File: config.mk
export PLATFORM = sky130hd
export DESIGN_NAME = stopwatch_lap_cu
export DESIGN_NICKNAME = d
export VERILOG_FILES = /design/src/rtl/stopwatch_lap_cu.sv
export SDC_FILE = /design/constraint.sdc
export NUM_CORES = 1
export LEC_CHECK = 0
export CORE_ASPECT_RATIO = 1.1
export CORE_MARGIN = 2
export CORE_UTILIZATION = 40
export DETAILED_ROUTE_END_ITERATION = 16
export GPL_TIMING_DRIVEN = 0
export PLACE_DENSITY = 0.58
export SLEW_MARGIN = 20
export SYNTH_ARGS = -nofsm -noshare
export SYNTH_HDL_FRONTEND = slang
export SYNTH_SLANG_ARGS = --single-unit
File: constraint.sdc
create_clock -name clk -period 10.1 [get_ports clk]
set_input_delay 2.02 -clock clk [delete_from_list [all_inputs] [get_ports clk]]
set_output_delay 2.02 -clock clk [all_outputs]
set_load 0.1 [all_outputs]
File: src/rtl/stopwatch_lap_cu.sv
// Stopwatch run/stop/clear control unit with a lap capture FIFO.
// Lap entries are read through a pop port.
module stopwatch_lap_cu #(
  parameter int TIME_W    = 24,
  parameter int LAP_DEPTH = 8,
  parameter int CLR_PULSE = 1
) (
  input  logic                           clk,
  input  logic                           reset,
  input  logic                           i_runstop,
  input  logic                           i_clear,
  input  logic                           i_lap,
  input  logic [TIME_W-1:0]              i_time,
  input  logic                           i_lap_rd,
  output logic                           o_runstop,
  output logic                           o_clear,
  output logic [1:0]                     o_state,
  output logic [TIME_W-1:0]              o_lap_time,
  output logic                           o_lap_valid,
  output logic [$clog2(LAP_DEPTH+1)-1:0] o_lap_count,
  output logic                           o_lap_full,
  output logic                           o_lap_ovf
);

  localparam int PW = $clog2(LAP_DEPTH);
  localparam int CW = $clog2(LAP_DEPTH+1);
  localparam int KW = $clog2(CLR_PULSE+1);

  localparam logic [1:0] STOP  = 2'b00;
  localparam logic [1:0] RUN   = 2'b01;
  localparam logic [1:0] CLEAR = 2'b10;

  logic [1:0]        state;
  logic [1:0]        state_nx;
  logic [KW-1:0]     kcnt;
  logic [PW-1:0]     wr_ptr;
  logic [PW-1:0]     rd_ptr;
  logic [CW-1:0]     count;
  logic [TIME_W-1:0] mem [LAP_DEPTH];

  logic enter_clr;
  logic lap_req;
  logic pop;
  logic push;
  logic full;
  logic valid;

  assign valid     = (count != '0);
  assign full      = (count == CW'(LAP_DEPTH));
  assign enter_clr = (state == STOP) && !i_runstop && i_clear;
  assign lap_req   = (state == RUN) && !i_runstop && i_lap;
  assign pop       = i_lap_rd && valid;
  // a pop frees a slot in the same edge, so a full FIFO still accepts it
  assign push      = lap_req && (!full || pop);

  always_comb begin
    state_nx = state;
    unique case (state)
      STOP: begin
        if (i_runstop)    state_nx = RUN;
        else if (i_clear) state_nx = CLEAR;
      end
      RUN: begin
        if (i_runstop)    state_nx = STOP;
      end
      CLEAR: begin
        if (kcnt == KW'(CLR_PULSE-1)) state_nx = STOP;
      end
      default: state_nx = STOP;
    endcase
  end

  always_ff @(posedge clk or posedge reset) begin
    if (reset) begin
      state     <= STOP;
      kcnt      <= '0;
      o_runstop <= 1'b0;
      o_clear   <= 1'b0;
    end else begin
      state     <= state_nx;
      kcnt      <= (state == CLEAR) ? kcnt + KW'(1) : '0;
      o_runstop <= (state == RUN);
      o_clear   <= (state == CLEAR);
    end
  end

  always_ff @(posedge clk or posedge reset) begin
    if (reset) begin
      wr_ptr    <= '0;
      rd_ptr    <= '0;
      count     <= '0;
      o_lap_ovf <= 1'b0;
    end else if (enter_clr) begin
      wr_ptr    <= '0;
      rd_ptr    <= '0;
      count     <= '0;
      o_lap_ovf <= 1'b0;
    end else begin
      if (push)
        wr_ptr <= (wr_ptr == PW'(LAP_DEPTH-1)) ? '0 : wr_ptr + PW'(1);
      if (pop)
        rd_ptr <= (rd_ptr == PW'(LAP_DEPTH-1)) ? '0 : rd_ptr + PW'(1);
      if (push && !pop)
        count <= count + CW'(1);
      else if (pop && !push)
        count <= count - CW'(1);
      if (lap_req && full && !pop)
        o_lap_ovf <= 1'b1;
    end
  end

  always_ff @(posedge clk) begin
    if (push) mem[wr_ptr] <= i_time;
  end

  assign o_state     = state;
  assign o_lap_valid = valid;
  assign o_lap_count = count;
  assign o_lap_full  = full;
  assign o_lap_time  = valid ? mem[rd_ptr] : '0;

endmodule

## Word level (Yosys, flattened, before mapping)

Memory sizes are Yosys's and may differ from the RTL's.
Index checks and enable logic that the tools add are counted.

- Add/sub/neg operators: 5
- $mul: 0
- Divide/modulo/power cells: 0
- Magnitude comparators: 0
- Equality and inequality tests: 8
- Shift-type cells: 0
- Multiplexer cells: 20
- Bitwise gates (word level): 0
- Reductions and logical operators: 22

Operators with widths:

| cell | count |
|---|---|
| 24-bit 2-to-1 mux | 1 |
| 3-bit 2-to-1 mux | 6 |
| 4-bit 2-to-1 mux | 3 |
| 1-bit logical AND | 10 |
| 2-bit 2-to-1 mux | 4 |
| 3-bit by 1-bit adder with 3-bit output (second input constant) | 2 |
| 3-bit equality test (second input constant) | 2 |
| 2-bit case mux with 3 select lines | 1 |
| 2-bit nonzero test | 3 |
| 1-bit 2-to-1 mux | 5 |
| 4-bit by 1-bit adder with 4-bit output (second input constant) | 1 |
| 4-bit equality test (second input constant) | 1 |
| 1-bit zero test | 4 |
| 2-bit != test (second input constant) | 2 |
| 4-bit nonzero test | 1 |
| 4-bit by 1-bit subtractor with 4-bit output (second input constant) | 1 |
| 3-bit != test (second input constant) | 1 |
| 3-bit AND reduction | 1 |
| 3-bit nonzero test | 1 |
| 2-bit by 1-bit equality test with 1-bit output (second input constant) | 1 |
| 2-bit equality test (second input constant) | 1 |
| 2-bit zero test | 1 |
| 1-bit adder (second input constant) | 1 |
| 1-bit logical OR | 1 |

- Register bits: 16
- Bits in latches: 0
- Bits in writable memories: 192
- Memory bits (read-only): 0
- Bits of input ports: 30
- Output and inout bits: 35
- Word-level logic and storage cells: 64
- Memories kept: 1

Memories:

| name | depth | bits a word | read ports | clocked after Yosys merged registers in | write ports | RTL line | source |
|---|---|---|---|---|---|---|---|
| mem | 8 | 24 | 1 | 0 | 1 | 39 | `logic [TIME_W-1:0] mem [LAP_DEPTH];` |

## Longest topological paths before layout

Gate-level depths: netlist of the first run.

- Word-level depth: 9
- Mapped depth: 8

## Worst setup path after synthesis of the first run

OpenSTA, ideal clock, no wires.

- Path type: input-to-reg
- From: in i_runstop
- To: mem mem[0][0], enable pin
- Library setup time: 0.466 ns
- Data arrival time: 4.843 ns
- Data required time: 9.634 ns
- Setup slack: 4.792 ns
- Stages on the path: 3
- Cells stage by stage: and4bb_2 o21ai_2 nor4_1

- Longest elaborated chain between the ends: 6

Ends and longest elaborated chain:

| what | RTL line | source |
|---|---|---|
| from (decl) | 10 | `input logic i_runstop,` |
| 1-bit zero test | 51 | `assign lap_req = (state == RUN) && !i_runstop && i_lap;` |
| 1-bit logical AND (2 in series) | 51 |  |
| 1-bit logical AND | 54 | `assign push = lap_req && (!full \|\| pop);` |
| 1-bit 2-to-1 mux | 113 | `if (push) mem[wr_ptr] <= i_time;` |
| 1-bit 2-to-1 mux (implied by the code) | 113 |  |
| to (decl) | 39 |  |

Every way passes these cells.

## Final worst setup path of the first run

- From: reg rd_ptr[1]
- To: out o_lap_time[20]

- Longest elaborated chain between the ends: 2

Ends and longest elaborated chain:

| what | RTL line | source |
|---|---|---|
| from (decl) | 37 | `logic [PW-1:0] rd_ptr;` |
| from (signal assigned) | 102 | `rd_ptr <= (rd_ptr == PW'(LAP_DEPTH-1)) ? '0 : rd_ptr + PW'(1);` |
| memory 8 x 24 bit | -- |  |
| 24-bit 2-to-1 mux | 120 | `assign o_lap_time = valid ? mem[rd_ptr] : '0;` |
| to (decl) | 18 | `output logic [TIME_W-1:0] o_lap_time,` |

Every way passes these cells.

==> qor.yml, run 1 <==
sta:
  fin_ws_ns: 4.07
  worst-slew-pin-transition_ns: 0.988
  slew_viol_final: 0
  clock_skew_ns: 0.00971
  min_period_over_period_pct: 59.7
  slew_headroom_pct: 33.9
  finalSetupViolations: 0
  tns_ns: 0
  max_freq_ghz: 0.166
  rsz0062_at_grt: "no"
  finalHoldViolCount: 0
  hold_ws_ns: 0.431
  layout_min_cycle_time_ns: 6.03
layout:
  multi_input_area_um2: 1990
  fillCellCount: 1629
  n_antenna_cell: 0
  drive_above_1_share_pct: 23.2
  nets: 543
  final_area_um2: 10100
  seqCellArea_um2: 6170
  area_delta_synth_final_pct: 23.1
synthesis:
  yosys_most_used_dff: "edfxtp_1"
  yosysTopAreaCell: "edfxtp_1"
  ys_top_cells_by_count: "edfxtp_1 (192), mux4_2 (48), nor2_1 (34)"
  syn_inst: 398
  synthesis.area_um2: 8200
  syn_area_per_cell_um2: 20.6
  ys_types: 37
  synth_area_leaders: "edfxtp_1 (70%), mux4_2 (13%), dfrtp_1 (4.9%), mux2i_1 (3.4%), nor2_1 (1.6%)"
  ys_warn_count: 0
  ys_ff_latch: 208
  synth_top_area_share_pct: 70.3
  synth_seq_area_share_pct: 75.2
  syn_nets: 435
  synth_most_common_cell: "edfxtp_1"
  synth-async-reset-ratio_pct: 7.69
  synth_edf_count: 192
routing:
  via_count: 4162
  wirelength_um: 16600
  wire_per_inst_um: 21.4
  drt_iter0_markers: 295
  first_pass_iters: 4
  final_antenna_net_count: 0
  drc: 0
  via_per_inst: 5.38
setup_path:
  crit_fanout: 10
  critPathMaxStageDelay_ns: 1.16
  start_kind: "register"
  crit_type: "reg2out"
  path_common_cell: "buf_1"
  critPathTopFamily: "buffers and inverters"
  crit_slowest_cell: "clkdlybuf4s50_1"
  cp.required_ns: 8.08
  worstSetupEndpointType: "output pin"
  crit_chain: "buf_1 -> buf_1 -> mux4_2 -> mux2i_1 -> nor2_1 -> clkdlybuf4s50_1"
  cp_num_buf_inv: 3
  arrival_ns: 4.01
floorplanning:
  pin_count: 65
  initial_core_util_pct: 41.0
  fp.dieW_um: 141
  dieArea_um2: 21700
  rows: 54
  core-area_um2: 20000
  die_height_um: 154
clocking:
  postCtsSetupBuffers: 0
  cts_buffer_depth: 3
  path_clk_slew_ns: 0.06
  cts_hold_buf: 0
  cts_root_buffer: "clkbuf_16"
  cts-resized-gates: 0
  ctsHtreeMaxLevel: 1
  cts-buffers-inserted: 22
  clock-sinks: 208
  clock_latency_ns: 0.50
  cts_tree: "yes"
place:
  place_area_um2: 9420
  numPortBuffers: 64
  dp_hpwl_um: 10900
  place_congestion: 0.701
  dp_slack_ns: 4.56
global_routing:
  antenna_found_initial: 0
  grt_usage_pct: 15.7
  grt_overflow: 0
  grt_pass1_vias: 4350
  grt_max_degree: 18
  grt_pass1_wl_um: 25600
run:
  maxCapViolCount: 0
status:
  outcome: "completed"
worst_hold_path:
  hold_class: "reg2reg"
## flip-flops by register name, indices dropped and copies added (netlist names)
name / count
o_state: 2
o_lap_ovf: 1
o_clear: 1
kcnt: 1
o_runstop: 1
rd_ptr: 3
o_lap_count: 4
mem: 192
wr_ptr: 3
## layer usage
layer	GRT usage [%]	routed length [um]	vias up
met2	26.4	8260	98
met5	0	0	-
met3	2.30	662	30
met4	4.29	318	0
li1	-	-	1840
met1	21.7	7310	2194
## cell usage in the layout (no fill, tap or decap), types with 2 or more instances in the layout
cell and instances:
edfxtp_1 192, buf_6 2, buf_4 11, mux4_2 48, nand2b_1 3, nor4_2 2
xnor2_1 2, buf_2 8, dfrtp_1 16, nor3_1 3, nor2_4 3, nor2_1 31
clkbuf_16 23, ha_1 6, buf_1 6, nor2b_1 3, or3_1 2, clkinv_1 5
nand2_1 5, mux2i_1 28, inv_1 6, a21oi_1 8, buf_16 3, clkbuf_1 12
clkdlybuf4s50_1 64, nor3_2 4, clkinv_2 5
## final timing paths
check / start / to / slack, ns / cells after the start
max: rd_ptr[1]$_DFFE_PP0P_ / o_lap_time[20] / 4.07 / 6
min: kcnt$_DFF_PP0_ / kcnt$_DFF_PP0_ / 0.43 / 1
max reg2reg: o_lap_count[0]$_DFFE_PP0P_ / mem[1][11]$_DFFE_PP_ / 7.45 / 5
min reg2reg: kcnt$_DFF_PP0_ / kcnt$_DFF_PP0_ / 0.43 / 1
max in group asynchronous: reset / wr_ptr[2]$_DFFE_PP0P_ / 7.79 / 2
min in group asynchronous: reset / o_lap_count[3]$_DFFE_PP0P_ / 1.91 / 2
## through the flow
step	utilization, %	std cells
after floorplan	-	398
after global placement	45.8	714
after detailed placement	47.1	734
after CTS	50.5	774
after global routing	50.5	774
final	50.5	774
## area by class of cell
class | instances | share of cell area (%)
buffer | 17 | 0.682
timing repair buffer | 84 | 8.40
clock buffer | 28 | 5.89
inverter | 7 | 0.260
tap | 252 | 3.12
sequential | 208 | 61.1
clock inverter | 12 | 0.806
multi-input combinational | 166 | 19.7
## cell families (layout without fill, tap and decap cells)
family	Yosys count	count (layout)	share of synthesized area, %
compound gates	17	17	1.71
mux	76	76	16.6
xor+xnor	2	2	0.214
fa+ha+maj	7	7	1.16
flops	208	208	75.2
buf+inv	24	148	1.16
simple gates	64	64	3.95
Power of run 1 is not shown: default switching activity piles up to over one toggle a cycle in this logic, so the estimate is an artifact.
==> inputs of run 2 (changes only) <==
--- a/config.mk
+++ b/config.mk
@@ -10,7 +10,7 @@
 export CORE_UTILIZATION = 40
 export DETAILED_ROUTE_END_ITERATION = 16
 export GPL_TIMING_DRIVEN = 0
-export PLACE_DENSITY = 0.58
+export PLACE_DENSITY = 0.61
 export SLEW_MARGIN = 20
 export SYNTH_ARGS = -nofsm -noshare
 export SYNTH_HDL_FRONTEND = slang
==> constraint.sdc (replaced) <==
create_clock -name clk -period 5.1 [get_ports clk]
set_input_delay 1.02 -clock clk [delete_from_list [all_inputs] [get_ports clk]]
set_output_delay 1.02 -clock clk [all_outputs]
set_load 0.1 [all_outputs]
==> run 2 against run 1 <==
Against the previous run: setup slack got worse by 3.9 ns; design area unchanged; critical path depth unchanged; register-to-register slack got worse by 5.2 ns; sequential cell count is the same; largest cell class unchanged; clock skew barely moved; sequential share of layout area stayed put.
==> qor.yml, run 2 (synthesis gave the netlist of run 1 again) <==
layout:
  fin_cells: 774  # unchanged
  final_cell_mix: "edfxtp_1 (192), clkdlybuf4s50_1 (64), mux4_2 (48), nor2_1 (31), mux2i_1 (28)"  # unchanged
  n_antenna_cell: 0  # unchanged
  drive_above_1_share_pct: 23.2  # unchanged
  area_delta_synth_final_pct: 23.1  # unchanged
  final_area_um2: 10100  # unchanged
  max_flop_register: "mem"  # unchanged
  largest_reg_flops: 192  # unchanged
  final_common_cell: "edfxtp_1"  # unchanged
  nets: 543  # unchanged
  postLayoutCoreUtil_pct: 50.5  # unchanged
  fillCellCount: 1633  # was 1,629
setup_path:
  critPathMaxStageDelay_ns: 1.16  # about the same
  crit_type: "reg2out"  # unchanged
  crit_slowest_cell: "clkdlybuf4s50_1"  # unchanged
  ff2ff_path_depth: 6  # was 5
  arrival_ns: 3.86  # was 4.01 ns
  r2r_start: "o_state[1]$_DFFE_PP0P_"  # was o_lap_count[0]$_DFFE_PP0P_
  r2r_slack_ns: 2.30  # was 7.45 ns
  path_common_cell: "buf_1"  # unchanged
  worstSetupEndpointType: "output pin"  # unchanged
  cp.required_ns: 4.08  # was 8.08 ns
  critical_path.startpoint: "rd_ptr[1]$_DFFE_PP0P_"  # unchanged
  crit_chain: "buf_1 -> buf_1 -> mux4_2 -> mux2i_1 -> nor2_1 -> clkdlybuf4s50_1"  # unchanged
  reg2reg_to: "mem[1][11]$_DFFE_PP_"  # unchanged
  endpoint: "o_lap_time[21]"  # was o_lap_time[20]
  crit_fanout: 10  # unchanged
  start_kind: "register"  # unchanged
clocking:
  cts-buffers-inserted: 22  # unchanged
  clock-sinks: 208  # unchanged
  cts_hold_buf: 0  # unchanged
  postCtsSetupBuffers: 0  # unchanged
  ctsHtreeMaxLevel: 1  # unchanged
  cts_root_buffer: "clkbuf_16"  # unchanged
  path_clk_slew_ns: 0.06  # about the same
  cts-resized-gates: 0  # unchanged
  cts_buffer_depth: 3  # unchanged
  cts_tree: "yes"  # unchanged
  clock_latency_ns: 0.49  # was 0.50 ns
routing:
  drt_iter0_markers: 213  # was 295
  wirelength_um: 16300  # was 16,600 um
  final_antenna_net_count: 0  # unchanged
  via_per_inst: 5.26  # was 5.38
  wire_per_inst_um: 21.0  # was 21.4 um
  via_count: 4070  # was 4,162
  first_pass_iters: 4  # unchanged
  drc: 0  # unchanged
run:
  maxCapViolCount: 0  # unchanged
sta:
  finalHoldViolCount: 0  # unchanged
  rsz0062_at_grt: "no"  # unchanged
  min_period_over_period_pct: 95.7
  worst-slew-pin-transition_ns: 1.04  # was 0.988 ns
  tns_ns: 0  # unchanged
  slew_headroom_pct: 30.1  # was 33.9%
  max_freq_ghz: 0.205
  slew_viol_final: 0  # unchanged
  clock_skew_ns: 0.00979  # was 0.00971 ns
  finalSetupViolations: 0  # unchanged
  layout_min_cycle_time_ns: 4.88
place:
  placed_cells: 734  # unchanged
  place_area_um2: 9410  # was 9420 um^2
  place_congestion: 0.720  # was 0.701
  dp_hpwl_um: 10900  # about the same
  numPortBuffers: 64  # unchanged
status:
  outcome: "completed"  # unchanged
global_routing:
  grt_overflow: 0  # unchanged
  antenna_found_initial: 0  # unchanged
  grt_max_degree: 17  # was 18
  grt_usage_pct: 15.4  # was 15.7%
  grt_pass1_wl_um: 25100  # was 25,600 um
  grt_pass1_vias: 4329  # was 4,350
floorplanning:
  dieArea_um2: 21700  # unchanged
  initial_core_util_pct: 41.0  # unchanged
  core-area_um2: 20000  # unchanged
  rows: 54  # unchanged
  fp.dieW_um: 141  # unchanged
  pin_count: 65  # unchanged
  die_height_um: 154  # unchanged
worst_hold_path:
  hold_class: "reg2reg"  # unchanged
[run 2: cell types whose count changed in the layout (fill, tap and decap cells not counted), sizes merged]
cell / previous run / this run
bufinv: 1 / 0
clkbuf: 35 / 42
clkinv: 10 / 5
clkinvlp: 1 / 0
[run 2: area by class of cell]
class	count	area (um^2)	area share, %
clock buffer	35	661	6.55
tap	252	315	3.12
buffer	17	68.8	0.682
sequential	208	6170	61.1
clock inverter	5	22.5	0.223
inverter	7	26.3	0.260
timing repair buffer	84	841	8.33
multi-input combinational	166	1990	19.7
[run 2: worst min path at each step]
stage                         startpoint              to  slack (ns)  depth (start not counted)
after detailed placement  kcnt$_DFF_PP0_  kcnt$_DFF_PP0_        0.43                          1
final                     kcnt$_DFF_PP0_  kcnt$_DFF_PP0_        0.44                          1
after CTS                 kcnt$_DFF_PP0_  kcnt$_DFF_PP0_        0.44                          1
after global routing      kcnt$_DFF_PP0_  kcnt$_DFF_PP0_        0.45                          1
after floorplan           kcnt$_DFF_PP0_  kcnt$_DFF_PP0_        0.40                          1
after global placement    kcnt$_DFF_PP0_  kcnt$_DFF_PP0_        0.42                          1
[run 2: stage by stage]
stage                     hold WS, ns  setup slack, ns
after global routing            0.451          0.00902
final                           0.439            0.218
after floorplan                 0.403            0.705
after CTS                       0.438            0.129
after global placement          0.419            -2.19
after detailed placement        0.429            0.660
[run 2: worst max-delay path, delay by kind of cell, from the launching register on]
kind          cells  cell delay, ns
simple gates      1            0.18
flops             1            0.43
buf+inv           3            2.35
mux               2            0.41
[run 2: per-layer routing]
layer	share of wire [%]	up-vias	GRT usage, %
met3	5.7	20	3.18
met4	1.6	0	3.95
li1	-	1838	-
met5	0	-	0
met2	50	112	26.1
met1	43	2100	20.6
Power of run 2 is left out for the same reason.
==> inputs of run 3 (changes only) <==
--- a/config.mk
+++ b/config.mk
@@ -15,3 +15,4 @@
 export SYNTH_ARGS = -nofsm -noshare
 export SYNTH_HDL_FRONTEND = slang
 export SYNTH_SLANG_ARGS = --single-unit
+export TNS_END_PERCENT = 100
==> results of run 3 <==
Same layout as run 2: the final DEF is identical, and so are final timing and power.
Power of run 3 is left out for the same reason.
